[src/rtl/pipelined_adder_pkg.sv]
// pipelined_adder_pkg: slice record layout, chunk sizing and config checks
// shared by pipelined_adder and adder_slice.
package pipelined_adder_pkg;

  // Slice record: {b, a, sum, carry, valid}, each operand/sum WIDTH bits.
  localparam int V_OFF = 0;
  localparam int C_OFF = 1;
  localparam int S_OFF = 2;

  function automatic int a_off(input int w);
    return S_OFF + w;
  endfunction

  function automatic int b_off(input int w);
    return S_OFF + 2 * w;
  endfunction

  function automatic int rec_w(input int w);
    return S_OFF + 3 * w;
  endfunction

  function automatic int chunk_w(input int w, input int s);
    if (s < 1) return w;
    return w / s;
  endfunction

  function automatic bit cfg_ok(input int w, input int s);
    if (s < 1 || w < 1) return 1'b0;
    return (w % s) == 0;
  endfunction

endpackage

[src/rtl/adder_slice.sv]
// adder_slice: one CHUNK-bit carry-chain slice plus its pipeline register.
// Ports: clk, rst_n, adv (load enable), prev (upstream record), rec (this slice).
module adder_slice
  import pipelined_adder_pkg::*;
#(
  parameter int WIDTH = 16,
  parameter int CHUNK = 4,
  parameter int IDX   = 0
) (
  input  logic                    clk,
  input  logic                    rst_n,
  input  logic                    adv,
  input  logic [rec_w(WIDTH)-1:0] prev,
  output logic [rec_w(WIDTH)-1:0] rec
);

  localparam int RW = rec_w(WIDTH);
  localparam int AO = a_off(WIDTH) + IDX * CHUNK;
  localparam int BO = b_off(WIDTH) + IDX * CHUNK;
  localparam int SO = S_OFF + IDX * CHUNK;

  logic [CHUNK-1:0] a;
  logic [CHUNK-1:0] b;
  logic [CHUNK-1:0] s;
  logic             c;
  logic [RW-1:0]    nxt;

  // Bubbles are added too; their valid bit of 0 makes the sum irrelevant.
  always_comb begin
    a      = prev[AO +: CHUNK];
    b      = prev[BO +: CHUNK];
    {c, s} = {1'b0, a} + {1'b0, b}
           + {{CHUNK{1'b0}}, prev[C_OFF]};
    nxt    = prev;
    nxt[SO +: CHUNK] = s;
    nxt[C_OFF]       = c;
  end

  always_ff @(posedge clk or negedge rst_n) begin
    if (!rst_n) begin
      rec <= '0;
    end else if (adv) begin
      rec <= nxt;
    end
  end

endmodule

[src/rtl/pipelined_adder.sv]
// pipelined_adder: WIDTH-bit elastic adder in STAGES registered slices.
// Ports: clk, rst_n, in_valid/in_ready/in_a/in_b/in_cin,
// out_valid/out_ready/out_sum/out_cout. Define PIPELINED_ADDER_SUB_EN
// to add in_sub (A - B as A + ~B + 1, out_cout=1 means no borrow).
module pipelined_adder
  import pipelined_adder_pkg::*;
#(
  parameter int WIDTH  = 16,
  parameter int STAGES = 4
) (
  input  logic             clk,
  input  logic             rst_n,
  input  logic             in_valid,
  output logic             in_ready,
  input  logic [WIDTH-1:0] in_a,
  input  logic [WIDTH-1:0] in_b,
  input  logic             in_cin,
`ifdef PIPELINED_ADDER_SUB_EN
  input  logic             in_sub,
`endif
  output logic             out_valid,
  input  logic             out_ready,
  output logic [WIDTH-1:0] out_sum,
  output logic             out_cout
);

  localparam int CHUNK = chunk_w(WIDTH, STAGES);
  localparam int RW    = rec_w(WIDTH);
  localparam int NS    = (STAGES < 1) ? 1 : STAGES;

  if (!cfg_ok(WIDTH, STAGES)) begin : g_bad_cfg
    $error("pipelined_adder: WIDTH must be a multiple of STAGES >= 1");
  end

  logic [RW-1:0]          head;
  logic [NS-1:0][RW-1:0]  pipe;
  logic [NS-1:0]          v;
  logic [NS-1:0]          adv;
  logic [WIDTH-1:0]       b_eff;
  logic                   c_eff;
  logic                   unused_ops;

  always_comb begin
`ifdef PIPELINED_ADDER_SUB_EN
    b_eff = in_sub ? ~in_b : in_b;
    c_eff = in_sub ? 1'b1 : in_cin;
`else
    b_eff = in_b;
    c_eff = in_cin;
`endif
  end

  always_comb begin
    head = '0;
    head[V_OFF] = in_valid;
    head[C_OFF] = c_eff;
    head[a_off(WIDTH) +: WIDTH] = in_a;
    head[b_off(WIDTH) +: WIDTH] = b_eff;
  end

  // A slice may load when it is empty or everything after it moves.
  always_comb begin
    logic run;
    run = out_ready;
    adv = '0;
    for (int k = NS - 1; k >= 0; k--) begin
      run    = run | ~v[k];
      adv[k] = run;
    end
  end

  for (genvar k = 0; k < NS; k++) begin : g_slice
    assign v[k] = pipe[k][V_OFF];
    if (k == 0) begin : g_first
      adder_slice #(
        .WIDTH (WIDTH),
        .CHUNK (CHUNK),
        .IDX   (k)
      ) u_slice (
        .clk   (clk),
        .rst_n (rst_n),
        .adv   (adv[k]),
        .prev  (head),
        .rec   (pipe[k])
      );
    end else begin : g_rest
      adder_slice #(
        .WIDTH (WIDTH),
        .CHUNK (CHUNK),
        .IDX   (k)
      ) u_slice (
        .clk   (clk),
        .rst_n (rst_n),
        .adv   (adv[k]),
        .prev  (pipe[k-1]),
        .rec   (pipe[k])
      );
    end
  end

  assign in_ready  = rst_n & adv[0];
  assign out_valid = pipe[NS-1][V_OFF];
  assign out_cout  = pipe[NS-1][C_OFF];
  assign out_sum   = pipe[NS-1][S_OFF +: WIDTH];

  // Operand fields of the last slice are fully consumed.
  assign unused_ops = ^pipe[NS-1][RW-1:a_off(WIDTH)];

endmodule

[config.mk]
export PLATFORM = sky130hd
export DESIGN_NAME = pipelined_adder
export DESIGN_NICKNAME = d
export VERILOG_FILES = /design/src/rtl/pipelined_adder_pkg.sv /design/src/rtl/adder_slice.sv /design/src/rtl/pipelined_adder.sv
export SDC_FILE = /design/constraint.sdc
export NUM_CORES = 1
export LEC_CHECK = 0
export ABC_AREA = 1
export CAP_MARGIN = 15
export CORE_MARGIN = 3
export CORE_UTILIZATION = 45
export CTS_CLUSTER_SIZE = 20
export DETAILED_ROUTE_END_ITERATION = 12
export GPL_ROUTABILITY_DRIVEN = 0
export PLACE_DENSITY = 0.72
export SYNTH_ARGS = -nofsm -noshare
export SYNTH_HDL_FRONTEND = slang
export SYNTH_SLANG_ARGS = --single-unit
[constraint.sdc]
create_clock -name clk -period 1.6 [get_ports clk]
set_input_delay 0.16 -clock clk [delete_from_list [all_inputs] [get_ports clk]]
set_output_delay 0.16 -clock clk [all_outputs]
set_load 0.005 [all_outputs]
==> impl_summary.log <==
[metrics] result of the run: finished, final reports clean
[metrics] I/O pin count: 56
[metrics] total power divided by cell area: 1350 nW/um^2
[metrics] per-cell via count in the routed design: 4.70
[metrics] Setup crit end kind: flip-flop
[metrics] max frequency: 0.631 GHz
[metrics] wire length on met2: 3550 um
[metrics] synthesized netlist cell count: 461
[metrics] Synthesized Nets: 518
[metrics] H-tree depth: 3
[metrics] Worst Slack Setup Final: 0.0144 ns
[metrics] TritonCTS sink count: 96
[metrics] cell area after synthesis: 4170 um^2
[metrics] total wire length after detailed routing: 7630 um
[metrics] number of non-filler instances in the completed layout: 639
[metrics] Period Utilization, post-route: 99.1%
[metrics] startpoint kind of the worst setup timing path: flip-flop
[metrics] final count of pins violating max slew: 0
[metrics] number of buffers between clock root and the deepest sink: 2
[metrics] cell total after placement: 616
[metrics] synthesized area per cell: 9.04 um^2
[metrics] type of the worst setup path: reg -> reg
[metrics] cts bufs inserted: 9
[metrics] initial antenna violation count: 0
[metrics] Nets: 583
[metrics] register area share after synthesis: 57.7%
[metrics] Crit path arrival time: 1.84 ns
[metrics] WP data required: 1.86 ns
[metrics] row count: 34
[metrics] fill count: 807
[metrics] residual DRC count: 0
[metrics] worst-skew pair later-pin latency: 0.37 ns
[metrics] worst max-slew margin expressed relative to the limit: 67.3%
[metrics] final setup violating endpoints: 0
[metrics] routed wirelength normalized by instance count: 11.9 um
[metrics] met3 wire length: 343 um
[metrics] Unique masters post-synth: 24
[metrics] total leakage power: 2.61 nW
[metrics] max-cap viol count: 0
[metrics] RSZ-0062 raised after global routing: true
[metrics] maximum fanout encountered on the critical timing path: 2
[metrics] grt total ovfl: 0
[metrics] HPWL after detailed placement: 5530 um
[metrics] number of input and output port buffers inserted: 55
[metrics] area of the die: 10400 um^2
[metrics] Initial Util: 47.1%
[metrics] post-synthesis register bit count: 96
[metrics] wire length on met1: 3630 um
[metrics] yosys synthesis warning count: 0
[metrics] total area of sequential cells: 2400 um^2
[metrics] total via count in the routed design: 3004
[metrics] horizontal extent of the die: 102 um
[metrics] Worst Hold Class: in -> reg
[metrics] first-pass GRT wire length: 13300 um
[metrics] highest routing layer actually used: met4
[metrics] Peak VDD IR: 0.000522 V
[metrics] clock-pin slew of the registers on the worst-case setup and hold paths: 0.09 ns
[metrics] Initial DRC Count: 140
[metrics] cell depth of the worst flop-to-flop path: 6
[metrics] worst hold-check slack: 0.327 ns
[metrics] Layout Area Growth over Synthesis: 24.0%
[metrics] clock root buffer: clkbuf_8
[metrics] transition time at the pin with the least slew margin: 0.490 ns
[metrics] Core ar.: 8850 um^2
[metrics] first-pass iteration count of the detailed router: 4
[metrics] total global routing track utilization: 16.3%
[metrics] number of cells on the worst hold path: 3
[metrics] final hold vios: 0
[metrics] Final Critical Period: 1.59 ns
[metrics] share of final-layout standard cells stronger than drive strength 1: 10.2%
[metrics] Multi-input gate area: 1560 um^2
[metrics] antenna viol nets, final: 0
[metrics] TritonCTS clock tree: yes
[metrics] Setup Skew: 0.0125 ns
[metrics] vias in the first global route: 2931
[metrics] pin count of the biggest net entering global routing: 97
[metrics] Die H: 102 um
[metrics] placement-stage worst setup slack: -0.192 ns
[metrics] antenna cells: 0
[worst paths after layout]
| kind | start | endpoint | slack (ns) |
|---|---|---|---|
| worst max-delay path | g_slice[1].g_rest.u_slice.rec[42]$_DFFE_PN0P_ | g_slice[2].g_rest.u_slice.rec[1]$_DFFE_PN0P_ | 0.01 |
| worst min-delay path | in_b[6] | g_slice[0].g_first.u_slice.rec[40]$_DFFE_PN0P_ | 0.33 |
| worst max register to register | g_slice[1].g_rest.u_slice.rec[42]$_DFFE_PN0P_ | g_slice[2].g_rest.u_slice.rec[1]$_DFFE_PN0P_ | 0.01 |
| worst min register to register | g_slice[0].g_first.u_slice.rec[48]$_DFFE_PN0P_ | g_slice[0].g_first.u_slice.rec[48]$_DFFE_PN0P_ | 0.48 |
| max in group asynchronous | rst_n | g_slice[3].g_rest.u_slice.rec[10]$_DFFE_PN0P_ | 0.82 |
| min in group asynchronous | rst_n | g_slice[0].g_first.u_slice.rec[39]$_DFFE_PN0P_ | 0.40 |
[logic make-up after synthesis]
family                     count (synthesis)  synth area share, %
and+or+nand+nor                          234                 22.4
AOI/OAI and AO/OA                         50                 6.01
DFF                                       96                 57.7
buffers and inverters                     58                 5.83
adders and majority gates                 20                 7.45
xor gates and xnor gates                   3                0.631
[cells in the final DEF (no fill, tap or decap), drive strengths merged]
cell type	n
buf	17
a21oi	7
nand3	14
xor2	1
nor3	1
clkinv	2
nand4	1
ha	12
dlygate4sd3	1
clkdlybuf4s50	53
fa	8
nand2	205
or2	4
nor2	9
xnor2	2
clkbuf	10
inv	43
o21ai	43
dfrtp	96
bufinv	2
[flip-flops by register name, summed over array words and instances, names as in the netlist]
name and flops:
g_slice.g_rest.u_slice.rec 66, g_slice.g_first.u_slice.rec 30
[timing repair]
action,4_1_cts,5_1_grt
pin swaps,0,5
gates resized for setup,2,12
setup buffers,1,5
setup endpoints to repair,4,6
hold endpoints to repair,96,0
gates cloned,0,0
hold buffers,1,0
[layout make-up]
cell class	count	share of cell area (%)
clock buffer	9	2.40
clock inverter	7	1.94
sequential	96	46.5
timing repair buffer	72	13.5
inverter	40	2.91
multi-input combinational	307	30.1
tap	108	2.62
[worst max-delay path: stages, from the launching register on]
cell and delay [ns]:
dfrtp_1 0.41, fa_2 0.42, fa_2 0.38, nand2_2 0.08, a21oi_2 0.05, nor3_2 0.09, nor2_1 0.05
[cells in the mapped netlist]
cell / n / area [um^2]
buf_1: 1 / 3.75
nor2_1: 7 / 26.3
fa_1: 8 / 160
buf_4: 2 / 15.0
nor2_4: 2 / 22.5
nand2_2: 1 / 6.26
xnor2_1: 2 / 17.5
clkbuf_1: 6 / 22.5
inv_2: 3 / 11.3
nand3_1: 14 / 70.1
ha_1: 12 / 150
o21ai_0: 18 / 90.1
buf_6: 1 / 11.3
nor3_1: 1 / 5.00
nand4_2: 1 / 12.5
or2_1: 1 / 6.26
xor2_1: 1 / 8.76
a21oi_1: 7 / 35.0
o21ai_1: 25 / 125
or2_2: 3 / 18.8
inv_1: 37 / 139
nand2_1: 204 / 766
buf_2: 8 / 40.0
dfrtp_1: 96 / 2400
[metrics by stage]
step | setup TNS, ns | cell area (um^2) | total power, mW | utilization (%)
after floorplan | 0 | 4170 | 4.34 | -
after global placement | -0.437 | 4860 | 5.07 | 54.9
after CTS | -0.0219 | 5100 | 6.95 | 57.6
after global routing | -0.0887 | 5170 | 7.46 | 58.4
final | 0 | 5170 | 6.96 | 58.4
after detailed placement | -0.535 | 4860 | 5.17 | 54.9
[layer usage]
| metal | GRT usage (%) | up-vias |
|---|---|---|
| met1 | 22.2 | 1388 |
| li1 | - | 1546 |
| met5 | 0 | - |
| met2 | 25.9 | 61 |
| met4 | 5.95 | 0 |
| met3 | 3.55 | 9 |
[where the power goes]
group | leakage, nW | switching (mW) | internal [mW]
clock network | 0.115 | 0.868 | 0.897
logic | 1.35 | 0.900 | 0.946
registers | 1.15 | 0.335 | 3.01
total | 2.61 | 2.10 | 4.86
Power figures use the tool's default switching activity.
